### src/rtl/conv_8b_32b.sv
// Receive-side byte packer: gathers four contiguous valid bytes from the
// deserializer lane and presents them as one 32-bit word with a valid pulse.
module conv_8b_32b #(
  parameter int MSB_FIRST = 1
) (
  input  logic        clk_4f,
  input  logic        reset,
  input  logic [7:0]  data_8_in,
  input  logic        valid_8_in,
  output logic [31:0] data_32_out,
  output logic        valid_32_out,
  output logic        err_partial
);

  localparam int unsigned BYTE_W  = 8;
  localparam int unsigned CNT_W   = 2;
  localparam int unsigned SHIFT_W = 3 * BYTE_W;
  localparam int unsigned WORD_W  = 4 * BYTE_W;
  localparam logic [CNT_W-1:0] LAST_SLOT = CNT_W'(3);

  logic [CNT_W-1:0]   byte_cnt;
  logic [SHIFT_W-1:0] shift;
  logic [WORD_W-1:0]  word_c;

  // Slot 0 of shift holds the first byte of the word, slot 2 the third.
  always_comb begin
    word_c = '0;
    if (MSB_FIRST != 0) begin
      word_c = {shift[7:0], shift[15:8], shift[23:16], data_8_in};
    end else begin
      word_c = {data_8_in, shift[23:16], shift[15:8], shift[7:0]};
    end
  end

  // Capture, word completion and partial-word discard.
  always_ff @(posedge clk_4f or negedge reset) begin
    if (!reset) begin
      byte_cnt     <= '0;
      shift        <= '0;
      data_32_out  <= '0;
      valid_32_out <= 1'b0;
      err_partial  <= 1'b0;
    end else begin
      valid_32_out <= 1'b0;
      err_partial  <= 1'b0;
      if (valid_8_in) begin
        if (byte_cnt == LAST_SLOT) begin
          data_32_out  <= word_c;
          valid_32_out <= 1'b1;
          byte_cnt     <= '0;
        end else begin
          case (byte_cnt)
            CNT_W'(0): shift[7:0]   <= data_8_in;
            CNT_W'(1): shift[15:8]  <= data_8_in;
            default:   shift[23:16] <= data_8_in;
          endcase
          byte_cnt <= byte_cnt + CNT_W'(1);
        end
      end else if (byte_cnt != '0) begin
        // A gap inside a word drops it; shift is simply overwritten later.
        byte_cnt    <= '0;
        err_partial <= 1'b1;
      end
    end
  end

endmodule

### config.mk
export PLATFORM = sky130hd
export DESIGN_NAME = conv_8b_32b
export DESIGN_NICKNAME = d
export VERILOG_FILES = /design/src/rtl/conv_8b_32b.sv
export SDC_FILE = /design/constraint.sdc
export NUM_CORES = 1
export LEC_CHECK = 0
export CAP_MARGIN = 30
export CORE_MARGIN = 4
export CORE_UTILIZATION = 51
export CTS_BUF_LIST = sky130_fd_sc_hd__clkbuf_4 sky130_fd_sc_hd__clkbuf_8 sky130_fd_sc_hd__clkbuf_16
export DETAILED_ROUTE_END_ITERATION = 6
export PLACE_DENSITY = 0.78
export SETUP_SLACK_MARGIN = 0.15
export SYNTH_ARGS = -nofsm -noshare
export SYNTH_HDL_FRONTEND = slang
export SYNTH_SLANG_ARGS = --single-unit
### constraint.sdc
create_clock -name clk_4f -period 1.6 [get_ports clk_4f]
set_input_delay 0.4 -clock clk_4f [delete_from_list [all_inputs] [get_ports clk_4f]]
set_output_delay 0.4 -clock clk_4f [all_outputs]
set_load 0.01 [all_outputs]
==> impl_results.md <==
- Top-area cell type share of the netlist area: 62.1%
- Placed cell count: 234
- Clock root cell: clkbuf_8
- Die Area: 5900 um^2
- CTS H-tree depth: 3
- Worst path required time: 1810 ps
- Largest net degree at the start of global routing: 61
- Count of pins over their slew limit: 0
- Worst r2r dst: data_32_out[29]$_DFFE_PN0P_
- Vias in the first global route: 1458
- Post-Layout Cell Count: 250
- Final Cell Area: 3140 um^2
- Antenna-violating nets left: 0
- Primary FF master, synth: dfrtp_1
- VDD IR-drop max: 1.08 mV
- Yosys top cell by area: dfrtp_1
- Tcrit/Tclk final: 89.1%
- Pre-antenna DRT Iters: 4
- DRC: 0
- Gr usage total: 16.4%
- Final Hold Vio Count: 0
- Vias: 1329
- Placement Setup Slack: -190 ps
- Slew headroom: 73.1%
- RSZ-0062 raised after global routing: yes
- Largest family of logic cells by synthesized area: multiplexers
- Detailed-route vias per instance: 5.32
- Leak pwr: 1.61 nW
- Mapped Area: 2420 um^2
- Later-pin clock latency in the skew report: 330 ps
- Wire per inst: 17.3 um
- Initial drt markers: 77
- DP HPWL: 2900 um
- Die Span Y: 76.8 um
- Worst min-delay path class: in2async
- Setup-failing EPs final: 0
- Initial core utilization: 54.0%
- Synth unique cells: 15
- Status: completed
- Syn_nets: 153
- Worst reg2reg path depth: 4
- Compound-gate portion of the synthesized area: 0.466%
- Finished Core Util: 70.2%
- Routability Congestion: 0.723
- Die Wd: 76.8 um
- IO Pins: 45
- Sequential share of the synthesized area: 62.1%
- Fillers: 322
- Worst-Margin Slew: 403 ps
- Nets: 208
- Synth Warn #: 0
- Setup slack, reg-to-reg: 170 ps
- Kind of critical path: reg2reg
- Initial antenna violation count: 0
- Mux cell area share after synthesis: 30.6%
- Post-synth ARST share: 100%
- Final Skew: 4.98 ps
- Max Cap Violations: 0
- Ant diodes: 0
- Syn_area_per_cell: 17.5 um^2
- Worst reg2reg startpoint: byte_cnt[0]$_DFFE_PN0P_
- CP arrival: 1640 ps
- Cts hold-fix bufs: 0
- Routed WL: 4330 um
- Worst Setup Start Kind: flip-flop
- Synth Area in XOR/XNOR: 0%
- Peak Freq: 701 MHz
- Top cells by count, synth: 60 x dfrtp_1, 29 x mux2_4, 27 x mux2_2, 4 x ha_1
- Port bufs: 44
- Most common cell in the synthesized netlist: dfrtp_1
- First-pass GRT wire length: 7400 um
- Area grow syn2layout: 30.1%
- Number of flops mapped to enable cells by yosys: 0
- CTS tree: built
- Worst setup margin: 174 ps
- Remaining Overflow, GRT: 0
- Area contributors post-synth: dfrtp_1 62%, mux2_4 18%, mux2_2 13%
- Row count: 24
- Fin crit period: 1430 ps
- Crit path capture type: flip-flop
- Seq cells post-synth: 60
- Placed Instance Area: 2940 um^2
- Clk buf depth: 2
- Share of cells above drive strength 1: 42.4%
- PD cells: 2020 nW/um^2
- Simple-gate portion of the synthesized area: 2.54%
- # Post-CTS Setup Buffers: 0
- Clock Pin Slew Worst Setup and Hold Paths: 60 ps
- Synth Area in Adders: 2.07%
- Clk sinks: 60
- Cell count after synthesis: 138
- TritonCTS buffer count: 9
- Crit Path Max Fanout: 16
- WHS: 65.3 ps
- CORE AREA: 4470 um^2
-- cells by family after synthesis --
kind of cell,Yosys count
buffers and inverters,7
adder cells (fa/ha/maj),4
flip-flops,60
multiplexers,56
AO/OA/AOI/OAI,2
AND/OR/NAND/NOR,9
-- power by group --
part           switching (mW)  total [mW]  internal [mW]
Combinational           0.813        2.19           1.38
Sequential              0.418        2.68           2.27
Clock                   0.553        1.48          0.928
Total                    1.78        6.35           4.57
-- per-stage QoR --
step | TNS [ps] | power [mW]
detailed placement | -9230 | 5.18
CTS | 0 | 6.42
global route | 0 | 6.70
floorplan | 0 | 4.01
finish | 0 | 6.35
global placement | -7340 | 5.06
-- how the worst max path moves through the flow --
stage	start	end	slack, ps	cells past startpoint
floorplan	byte_cnt[0]$_DFFE_PN0P_	shift[0]$_DFFE_PN0P_	220	3
global placement	valid_8_in	shift[8]$_DFFE_PN0P_	-150	3
detailed placement	valid_8_in	shift[9]$_DFFE_PN0P_	-190	3
CTS	byte_cnt[0]$_DFFE_PN0P_	shift[6]$_DFFE_PN0P_	170	4
global route	byte_cnt[0]$_DFFE_PN0P_	data_32_out[29]$_DFFE_PN0P_	130	4
finish	byte_cnt[0]$_DFFE_PN0P_	data_32_out[29]$_DFFE_PN0P_	170	4
-- what timing repair did --
item	CTS	global route
gates resized for setup	38	2
pin swaps	0	0
cloned	0	0
endpoints found under the setup margin	65	51
hold endpoints to repair	0	0
-- state kept, by name, summed over array words and instances (netlist names) --
| register | flops |
|---|---|
| byte_cnt | 2 |
| data_32_out | 32 |
| err_partial | 1 |
| shift | 24 |
| valid_32_out | 1 |
-- cell type report --
type / instances / area (um^2) / share of cell area, %
sequential: 60 / 1500 / 47.8
multi-input combinational: 71 / 885 / 28.1
timing repair buffer: 48 / 459 / 14.6
clock buffer: 11 / 145 / 4.62
clock inverter: 5 / 75.1 / 2.39
tap: 52 / 65.1 / 2.07
inverter: 3 / 11.3 / 0.358
-- worst max-delay path, cell delays in order, from the launching register on --
cell and delay [ps]:
dfrtp_2 440, ha_2 240, nand2_4 100, buf_12 170, mux2_2 340
-- metal layers --
layer / vias to the layer above / wire [um] / GRT usage (%)
met5: - / 0 / 0
met4: 0 / 116 / 9.42
met3: 11 / 153 / 3.86
met2: 33 / 2220 / 26.6
met1: 689 / 1840 / 20.0
li1: 596 / - / -
-- placed cells by master, fill, tap and decap left out --
| cell | instances |
|---|---|
| bufinv_16 | 2 |
| buf_2 | 1 |
| clkinv_2 | 3 |
| buf_4 | 1 |
| clkdlybuf4s50_1 | 8 |
| ha_2 | 2 |
| inv_1 | 3 |
| clkbuf_8 | 10 |
| mux2_2 | 27 |
| nor2_1 | 1 |
| clkbuf_4 | 1 |
| nand2_4 | 1 |
| mux2_4 | 29 |
| nand2_2 | 1 |
| dlygate4sd2_1 | 35 |
| o22ai_1 | 1 |
| nand3b_4 | 2 |
| nand2b_1 | 1 |
| nand2_1 | 3 |
| dfrtp_2 | 1 |
| dfrtp_1 | 59 |
| o21ai_0 | 1 |
| buf_12 | 3 |
| ha_1 | 2 |
Power figures use the tool's default switching activity.
